File: src/rtl/mmio_uart_tx_pkg.sv
// Shared types for the MMIO UART transmitter: hart store-request format,
// register offsets, STATUS layout and TX FSM state encoding.
package mmio_uart_tx_pkg;

  localparam int unsigned XLEN = 32;

  typedef enum logic [1:0] {
    WIDTH_BYTE = 2'd0,
    WIDTH_HALF = 2'd1,
    WIDTH_WORD = 2'd2
  } write_width_t;

  typedef struct packed {
    logic [XLEN-1:0] addr;
    logic [XLEN-1:0] value;
    write_width_t    width;
    logic            enable;
  } mem_write_control_t;

  typedef enum logic [1:0] {
    IDLE  = 2'd0,
    START = 2'd1,
    DATA  = 2'd2,
    STOP  = 2'd3
  } uart_tx_state_t;

  localparam logic [XLEN-1:0] UART_TXDATA_OFFSET = 32'd0;
  localparam logic [XLEN-1:0] UART_STATUS_OFFSET = 32'd4;

  localparam int unsigned STATUS_FULL_BIT  = 0;
  localparam int unsigned STATUS_EMPTY_BIT = 1;
  localparam int unsigned STATUS_BUSY_BIT  = 2;
  localparam int unsigned STATUS_COUNT_LSB = 8;

  function automatic logic [XLEN-1:0] build_status(input logic [7:0] count,
                                                   input logic       busy,
                                                   input logic       empty,
                                                   input logic       full);
    logic [XLEN-1:0] s;
    s = '0;
    s[STATUS_COUNT_LSB +: 8] = count;
    s[STATUS_BUSY_BIT]       = busy;
    s[STATUS_EMPTY_BIT]      = empty;
    s[STATUS_FULL_BIT]       = full;
    return s;
  endfunction

endpackage

File: src/rtl/mmio_uart_tx_if.sv
// Hart-side MMIO bus bundle: store request in, completion and read data out.
interface mmio_uart_tx_if;
  import mmio_uart_tx_pkg::*;

  mem_write_control_t memory_mapped_io_control;
  logic               memory_mapped_io_write_complete;
  logic [XLEN-1:0]    memory_mapped_io_r_data;

  modport master (
    output memory_mapped_io_control,
    input  memory_mapped_io_write_complete,
    input  memory_mapped_io_r_data
  );

  modport slave (
    input  memory_mapped_io_control,
    output memory_mapped_io_write_complete,
    output memory_mapped_io_r_data
  );
endinterface

File: src/rtl/mmio_uart_tx_sync_fifo.sv
// Synchronous FIFO with registered occupancy count; full/empty derive from
// the count only, so a same-cycle pop never frees space for a push.
module sync_fifo #(
  parameter int unsigned WIDTH = 8,
  parameter int unsigned DEPTH = 8
) (
  input  logic                   clock,
  input  logic                   reset,
  input  logic                   push,
  input  logic                   pop,
  input  logic [WIDTH-1:0]       wdata,
  output logic [WIDTH-1:0]       rdata,
  output logic                   full,
  output logic                   empty,
  output logic [$clog2(DEPTH):0] count
);
  localparam int unsigned PTR_W = $clog2(DEPTH);
  localparam int unsigned CNT_W = PTR_W + 1;

  logic [WIDTH-1:0] mem [DEPTH];
  logic [PTR_W-1:0] wr_ptr;
  logic [PTR_W-1:0] rd_ptr;
  logic [CNT_W-1:0] count_q;
  logic             do_push;
  logic             do_pop;

  assign full    = (count_q == CNT_W'(DEPTH));
  assign empty   = (count_q == '0);
  assign count   = count_q;
  assign rdata   = mem[rd_ptr];
  assign do_push = push && !full;
  assign do_pop  = pop && !empty;

  always_ff @(posedge clock) begin
    if (do_push) mem[wr_ptr] <= wdata;
  end

  always_ff @(posedge clock) begin
    if (reset) begin
      wr_ptr  <= '0;
      rd_ptr  <= '0;
      count_q <= '0;
    end else begin
      if (do_push) wr_ptr <= wr_ptr + PTR_W'(1);
      if (do_pop)  rd_ptr <= rd_ptr + PTR_W'(1);
      case ({do_push, do_pop})
        2'b10:   count_q <= count_q + CNT_W'(1);
        2'b01:   count_q <= count_q - CNT_W'(1);
        default: count_q <= count_q;
      endcase
    end
  end
endmodule

File: src/rtl/mmio_uart_tx.sv
// Memory-mapped 8N1 UART transmitter: stores to TXDATA queue bytes, STATUS
// reports FIFO occupancy and busy; back-pressure via write_complete.
module mmio_uart_tx
  import mmio_uart_tx_pkg::*;
#(
  parameter logic [XLEN-1:0] BASE_ADDR    = 32'hFFFF_0000,
  parameter int unsigned     CLKS_PER_BIT = 434,
  parameter int unsigned     FIFO_DEPTH   = 8
) (
  input  logic           clock,
  input  logic           reset,
  mmio_uart_tx_if.slave  mmio,
  output logic           uart_tx
);
  localparam int unsigned BAUD_W = $clog2(CLKS_PER_BIT);
  localparam int unsigned CNT_W  = $clog2(FIFO_DEPTH) + 1;
  localparam logic [BAUD_W-1:0] BAUD_LOAD   = BAUD_W'(CLKS_PER_BIT - 1);
  localparam logic [XLEN-1:0]   TXDATA_ADDR = BASE_ADDR + UART_TXDATA_OFFSET;
  localparam logic [XLEN-1:0]   STATUS_ADDR = BASE_ADDR + UART_STATUS_OFFSET;

  logic             hit;
  logic             push;
  logic             pop;
  logic             fifo_full;
  logic             fifo_empty;
  logic [CNT_W-1:0] fifo_count;
  logic [7:0]       fifo_rdata;
  logic             busy;
  logic             unused_ctrl;

  uart_tx_state_t   state_q, state_d;
  logic [BAUD_W-1:0] baud_q, baud_d;
  logic [2:0]       bit_q, bit_d;
  logic [7:0]       shift_q, shift_d;

  assign hit  = mmio.memory_mapped_io_control.enable &&
                (mmio.memory_mapped_io_control.addr == TXDATA_ADDR);
  assign push = hit && !fifo_full;
  assign busy = (state_q != IDLE);

  assign mmio.memory_mapped_io_write_complete = !(hit && fifo_full);
  assign mmio.memory_mapped_io_r_data =
    (mmio.memory_mapped_io_control.addr == STATUS_ADDR)
      ? build_status(8'(fifo_count), busy, fifo_empty, fifo_full)
      : '0;

  // Only the low byte of a store is transmitted; width is irrelevant here.
  assign unused_ctrl = ^{mmio.memory_mapped_io_control.value[XLEN-1:8],
                         mmio.memory_mapped_io_control.width};

  sync_fifo #(
    .WIDTH (8),
    .DEPTH (FIFO_DEPTH)
  ) u_fifo (
    .clock (clock),
    .reset (reset),
    .push  (push),
    .pop   (pop),
    .wdata (mmio.memory_mapped_io_control.value[7:0]),
    .rdata (fifo_rdata),
    .full  (fifo_full),
    .empty (fifo_empty),
    .count (fifo_count)
  );

  always_ff @(posedge clock) begin
    if (reset) begin
      state_q <= IDLE;
      baud_q  <= '0;
      bit_q   <= '0;
      shift_q <= '0;
    end else begin
      state_q <= state_d;
      baud_q  <= baud_d;
      bit_q   <= bit_d;
      shift_q <= shift_d;
    end
  end

  always_comb begin
    state_d = state_q;
    baud_d  = baud_q;
    bit_d   = bit_q;
    shift_d = shift_q;
    pop     = 1'b0;
    uart_tx = 1'b1;
    case (state_q)
      IDLE: begin
        if (!fifo_empty) begin
          pop     = 1'b1;
          shift_d = fifo_rdata;
          baud_d  = BAUD_LOAD;
          state_d = START;
        end
      end
      START: begin
        uart_tx = 1'b0;
        if (baud_q == '0) begin
          baud_d  = BAUD_LOAD;
          bit_d   = '0;
          state_d = DATA;
        end else begin
          baud_d = baud_q - BAUD_W'(1);
        end
      end
      DATA: begin
        uart_tx = shift_q[0];
        if (baud_q == '0) begin
          baud_d  = BAUD_LOAD;
          shift_d = shift_q >> 1;
          if (bit_q == 3'd7) state_d = STOP;
          else               bit_d   = bit_q + 3'd1;
        end else begin
          baud_d = baud_q - BAUD_W'(1);
        end
      end
      STOP: begin
        // Chaining straight into START keeps back-to-back frames gapless.
        if (baud_q == '0) begin
          if (!fifo_empty) begin
            pop     = 1'b1;
            shift_d = fifo_rdata;
            baud_d  = BAUD_LOAD;
            state_d = START;
          end else begin
            state_d = IDLE;
          end
        end else begin
          baud_d = baud_q - BAUD_W'(1);
        end
      end
      default: state_d = IDLE;
    endcase
  end
endmodule

File: src/flat_wrapper.sv
// flat-port wrapper written by rule: the top's interface ports become plain ports
module mmio_uart_tx_flat import mmio_uart_tx_pkg::*;
#(
  parameter logic [XLEN-1:0] BASE_ADDR    = 32'hFFFF_0000,
  parameter int unsigned     CLKS_PER_BIT = 434,
  parameter int unsigned     FIFO_DEPTH   = 8
)
  (clock, reset, uart_tx, mmio_memory_mapped_io_control, mmio_memory_mapped_io_write_complete, mmio_memory_mapped_io_r_data);
  mmio_uart_tx_if mmio_i ();
  input  logic clock;
  input  logic reset;
  output logic uart_tx;
  input wire logic [$bits(mmio_i.memory_mapped_io_control)-1:0] mmio_memory_mapped_io_control;
  output wire logic [$bits(mmio_i.memory_mapped_io_write_complete)-1:0] mmio_memory_mapped_io_write_complete;
  output wire logic [$bits(mmio_i.memory_mapped_io_r_data)-1:0] mmio_memory_mapped_io_r_data;
  assign mmio_i.memory_mapped_io_control = mmio_memory_mapped_io_control;
  assign mmio_memory_mapped_io_write_complete = mmio_i.memory_mapped_io_write_complete;
  assign mmio_memory_mapped_io_r_data = mmio_i.memory_mapped_io_r_data;
  mmio_uart_tx #(.BASE_ADDR(BASE_ADDR), .CLKS_PER_BIT(CLKS_PER_BIT), .FIFO_DEPTH(FIFO_DEPTH)) u_core (.clock(clock), .reset(reset), .mmio(mmio_i), .uart_tx(uart_tx));
endmodule
File: config.mk
export PLATFORM = sky130hd
export DESIGN_NAME = mmio_uart_tx_flat
export DESIGN_NICKNAME = d
export VERILOG_FILES = /design/src/rtl/mmio_uart_tx_pkg.sv /design/src/rtl/mmio_uart_tx_if.sv /design/src/rtl/mmio_uart_tx_sync_fifo.sv /design/src/rtl/mmio_uart_tx.sv /design/src/flat_wrapper.sv
export SDC_FILE = /design/constraint.sdc
export NUM_CORES = 1
export LEC_CHECK = 0
export BUFFER_PORTS_ARGS = -buffer_cell sky130_fd_sc_hd__buf_2
export CAP_MARGIN = 20
export CELL_PAD_IN_SITES_DETAIL_PLACEMENT = 1
export CELL_PAD_IN_SITES_GLOBAL_PLACEMENT = 1
export CORE_MARGIN = 2
export CORE_UTILIZATION = 43
export DETAILED_ROUTE_END_ITERATION = 8
export PLACE_DENSITY = 0.78
export SYNTH_ARGS = -nofsm -noshare
export SYNTH_HDL_FRONTEND = slang
export SYNTH_SLANG_ARGS = --single-unit
export TNS_END_PERCENT = 100
File: constraint.sdc
create_clock -name clock -period 4.3 [get_ports clock]
set_clock_uncertainty 0.2 [all_clocks]
set_input_delay 1.075 -clock clock [delete_from_list [all_inputs] [get_ports clock]]
set_output_delay 1.075 -clock clock [all_outputs]
set_load 0.03 [all_outputs]
Word-level counts from Yosys, hierarchy flattened

Memories as Yosys holds them, arrays and structs flattened. A register that Yosys moved wholly into a read port is not among the register bits.
Index checks and enable logic that the tools add are counted.

Flip-flop bits (word level): 32
Bits in writable memories: 64
Memories kept: 1

Memory list:

| name              | words | bits a word | read ports | clocked after Yosys merged registers in | write ports | line                         | text |
|---|---|---|---|---|---|---|---|
| u_core.u_fifo.mem | 8     | 8           | 1          | 1                                       | 1           | mmio_uart_tx_sync_fifo.sv:20 | `logic [WIDTH-1:0] mem [DEPTH];` |

$add $sub $neg: 6
Eq/ne operators: 15
Muxes and demuxes: 29
Reduce and logical (&&, ||, !) cells: 19

Operator list:

| operator                                             | count |
|---|---|
| equality test 32 bit (second input constant)         | 2 |
| two-way mux 9 bit                                    | 3 |
| one-hot mux 9 bit (3 select lines)                   | 1 |
| two-way mux 8 bit                                    | 3 |
| one-hot mux 8 bit (3 select lines)                   | 1 |
| two-way mux 3 bit                                    | 5 |
| two-way mux 12 bit                                   | 1 |
| two-way mux 2 bit                                    | 5 |
| adder 3 x 1 -> 3 bit (second input constant)         | 3 |
| zero test 9 bit                                      | 1 |
| subtractor 9 x 1 -> 9 bit (second input constant)    | 1 |
| != test 2 x 1 -> 1 bit (second input constant)       | 4 |
| one-hot mux 2 bit (4 select lines)                   | 1 |
| one-hot mux 4 bit (2 select lines)                   | 1 |
| equality test 2 bit (second input constant)          | 3 |
| one-hot mux 3 bit (2 select lines)                   | 1 |
| nonzero test 2 bit                                   | 3 |
| logical AND 1 bit                                    | 5 |
| two-way mux 1 bit                                    | 5 |
| AND reduction 5 bit                                  | 1 |
| adder 4 x 1 -> 4 bit (second input constant)         | 1 |
| equality test 2 x 1 -> 1 bit (second input constant) | 2 |
| equality test 4 bit (second input constant)          | 1 |
| zero test 4 bit                                      | 1 |
| 10 further kinds                                     | 14 |

Depth between registers and ports, before layout

Word-level depth: 7
Gate-level depth with buffers: 13
Mapped depth without buffers: 12

By module

From an unflattened synthesis, not the netlist that was laid out.

Cell total of the unflattened synthesis: 379
Area total of the unflattened synthesis: 4889.7 um^2

Modules (own cells, without submodules):

| module       | times used | cells each | area each (um^2) | seq. area each (um^2) |
|---|---|---|---|---|
| sync_fifo    | 1          | 167        | 3151.8           | 2182.1 |
| mmio_uart_tx | 1          | 212        | 1737.9           | 440.4 |

Least setup slack after synthesis

Ideal clock, no wire load.

Path type: input-to-output
From: in mmio_memory_mapped_io_control[57]
To: out mmio_memory_mapped_io_r_data[2]
Data arrival time: 2.948 ns
Setup slack: 0.077 ns
Stages on the path: 5
Path buffers: 1
Cell sequence: nand4_1 or4_1 or2_2 clkbuf_1 nor3b_1

Longest elaborated chain between the ends: 2

RTL lines:

| what                 | line               | text |
|---|---|---|
| start: declaration   | flat_wrapper.sv:13 | `input wire logic [$bits(mmio_i.memory_mapped_io_control)-1:0] mmio_memory_mapped_io_control;` |
| equality test 32 bit | mmio_uart_tx.sv:43 | `(mmio.memory_mapped_io_control.addr == STATUS_ADDR)` |
| two-way mux 12 bit   | mmio_uart_tx.sv:44 | `? build_status(8'(fifo_count), busy, fifo_empty, fifo_full)` |
| end: declaration     | flat_wrapper.sv:15 | `output wire logic [$bits(mmio_i.memory_mapped_io_r_data)-1:0] mmio_memory_mapped_io_r_data;` |

No other way between the ends.

Worst setup path in the final report

Same ends and word-level chain as after synthesis.

==> key figures <==
Status
  – Outcome: complete, no violations

Placement
  – DP Worst Slack: 0.2859 ns
  – RD Place Congestion: 0.7851
  – Dpl hpwl: 7.245 mm
  – Dpl cell area: 5107 sq um
  – Placed insts: 570
  – PortBufs: 51

GRT
  – First-pass GRT wire length: 16.99 mm
  – Total grt overflow: 0
  – Gr usage total: 18.92%
  – Largest net degree at the start of global routing: 29
  – Vias in the first global route: 3338
  – Antenna violations before repair: 0

STA
  – Worst Max-Slew Pin Slew: 0.9300 ns
  – Total negative slack: 0 ns
  – Pins Over Slew Limit: 0
  – Max frequency: 251.5 MHz
  – Crit path time final: 3.977 ns
  – RSZ-0062 raised after global routing: no
  – Fin crit share: 92.48%
  – Setup violations, final: 0
  – Relative slew slack: 37.13%
  – Hold Fails Final Rpt: 0
  – Final worst slack: 0.3233 ns

Floorplanning
  – # IOs: 103
  – Row count: 38
  – Die area: 11970 sq um
  – Core ar.: 10840 sq um
  – Starting Density: 44.08%
  – Die Wd: 109.4 microns
  – Die Height: 109.4 microns

Clocking
  – Clock buffer depth: 2
  – Clock edge transition at the registers on the reported setup and hold paths: 0.10 ns
  – Post-CTS Hold Fix Bufs: 0
  – Clk_lat worst skew: 0.38 ns
  – Clock root buffer: clkbuf_8
  – H-Tree Depth: 3
  – Number of setup buffers added after CTS: 0
  – Num CTS Buffers: 9
  – Clock sinks: 99
  – Post-cts resize count: 0
  – CTS tree: done

Worst setup path
  – CP startpoint: mmio_memory_mapped_io_control[57]
  – Data arrival, critical path: 2.70 ns
  – Maximum fanout along the worst path: 9
  – Critical Path RT: 3.02 ns
  – Worst setup SP type: input pin
  – R2R depth: 13
  – Crit Path Category: in2out
  – Crit end category: output pin
  – Worst R2R Start: u_core.baud_q[1]

Synthesis
  – Mapped Cells: 389
  – EDFF count, synth: 64
  – #FFs+latches synth: 99
  – Library cells used by synthesis: 57
  – Post-Syn Area: 4778 sq um
  – Async S/R FF share, synth: 0%
  – Top FF cell, synth: edfxtp_1
  – Syn avg cell area: 12.28 sq um
  – Sequential share of the synthesized area: 54.88%
  – Ys Warns: 0

Finish
  – Post-route cell area: 5310 sq um
  – Layout net count: 524
  – Most frequent cells in the layout: edfxtp_1 (64), buf_2 (51), dfxtp_1 (35)
  – Fin cells: 587
  – Fraction of layout cells with a size suffix above 1: 24.16%
  – P&R area growth vs syn: 11.13%
  – Commonest non-fill, non-tap cell in the layout: edfxtp_1
  – Ant. Diodes: 0

Hold path
  – Hold WC Path Type: reg2reg
  – Hold depth: 2
  – Hold_sp: u_core.bit_q[2]

Route
  – Drt first-iter violations: 127
  – Via/cell ratio: 5.514
  – Wire per inst: 17.95 microns
  – Vias: 3237
  – 1st-pass router iterations: 4
  – Antenna viol nets, final: 0
  – Drt drc: 0
  – Routed wire length: 10.54 mm

Power
  – PnR Total Power: 1.661 mW
  – Peak supply drop: 292.1 uV
  – Pwr/cell area: 312.7 nW/um^2
  – Leakage Power: 1.923 nW

Job
  – Max Cap Viol: 0
-- cells by family after synthesis --
| logic type | synth area share (%) |
|---|---|
| and+or+nand+nor | 12.62 |
| DFF | 54.88 |
| AOI/OAI and AO/OA | 10.32 |
| buffers and inverters | 6.520 |
| muxes | 11.44 |
| adders and majority gates | 3.404 |
| xor gates and xnor gates | 0.7331 |
| other | 0.07848 |
-- final timing paths --
kind / slack [ns] / endpoint
worst min register to register: 0.29 / u_core.bit_q[2]
worst min-delay path: 0.29 / u_core.bit_q[2]
worst max register to register: 0.99 / u_core.u_fifo.count[2]
worst max-delay path: 0.32 / mmio_memory_mapped_io_r_data[2]
-- layer usage --
metal  GRT usage, %  up-vias  share of wire [%]
met5              0        -                  0
met4          5.606        0                1.7
met3          5.098       15                4.5
met2          34.22       76                 52
met1          21.85     1602                 42
li1               -     1544                  -
-- critical path, cell delays in order --
cell and delay [ns]:
buf_2 0.08, nand4_1 0.07, or4_1 0.60, or2_2 0.40, nor3b_1 0.24, buf_2 0.23
-- metrics by stage --
| stage | hold WS, ns | utilization, % |
|---|---|---|
| after CTS | 0.2885 | 48.85 |
| after global placement | 0.2608 | 47.11 |
| after global routing | 0.3199 | 48.98 |
| after floorplan | 0.2420 | - |
| final | 0.2894 | 48.98 |
| after detailed placement | 0.2579 | 47.11 |
-- synthesized netlist by cell type, types with 2 or more instances --
cell      count  area, sq um
mux2_2        5        56.30
inv_1         9        33.78
mux2i_1      13        130.1
or2_2         2        12.51
nand4b_1      2        17.52
a22o_1        8        70.07
edfxtp_1     64         1922
a21oi_1      21        105.1
a211oi_1      3        22.52
o31ai_1       2        15.01
nor4_1        9        56.30
or4_1         4        30.03
buf_4        25        187.7
o21ai_0      17        85.08
buf_2         3        15.01
o21a_1        2        15.01
dfxtp_1      35        700.7
nor2b_1       6        37.54
xor2_1        4        35.03
nand2b_1      5        31.28
nand4_1       6        37.54
a21boi_0      2        15.01
a311oi_1      2        17.52
clkbuf_1     15        56.30
o32a_1        2        20.02
and3_1        6        37.54
nor3_1       10        50.05
or3_1         2        12.51
nand3_1       8        40.04
ha_1         13        162.7
nor4b_1       3        26.28
a211o_1       2        17.52
mux4_2       16        360.4
nor2_1       17        63.81
a31oi_1       5        31.28
nand2_1      20        75.07
-- area by class of cell --
cell class | count | area, sq um
tap | 140 | 175.2
multi-input combinational | 259 | 1934
sequential | 99 | 2623
clock buffer | 9 | 123.9
timing repair buffer | 63 | 352.8
inverter | 10 | 37.54
clock inverter | 7 | 63.81
fill | 1173 | 5530
-- registers in the layout, indices dropped and copies added, names as in the netlist, named ones only --
name / flops
u_core.u_fifo.mem: 64
u_core.baud_q: 9
u_core.shift_q: 8
u_core.u_fifo.count: 4
u_core.bit_q: 3
u_core.u_fifo.rd_ptr: 3
u_core.u_fifo.wr_ptr: 3
u_core.state_q: 2
-- power by group --
group | switching [mW] | internal (mW) | total (mW)
sequential | 0.00000000262 | 1.01 | 1.01
combinational | 0.0513 | 0.0159 | 0.0673
clock | 0.358 | 0.227 | 0.585
Note: power is estimated with default switching activity, not from simulation.
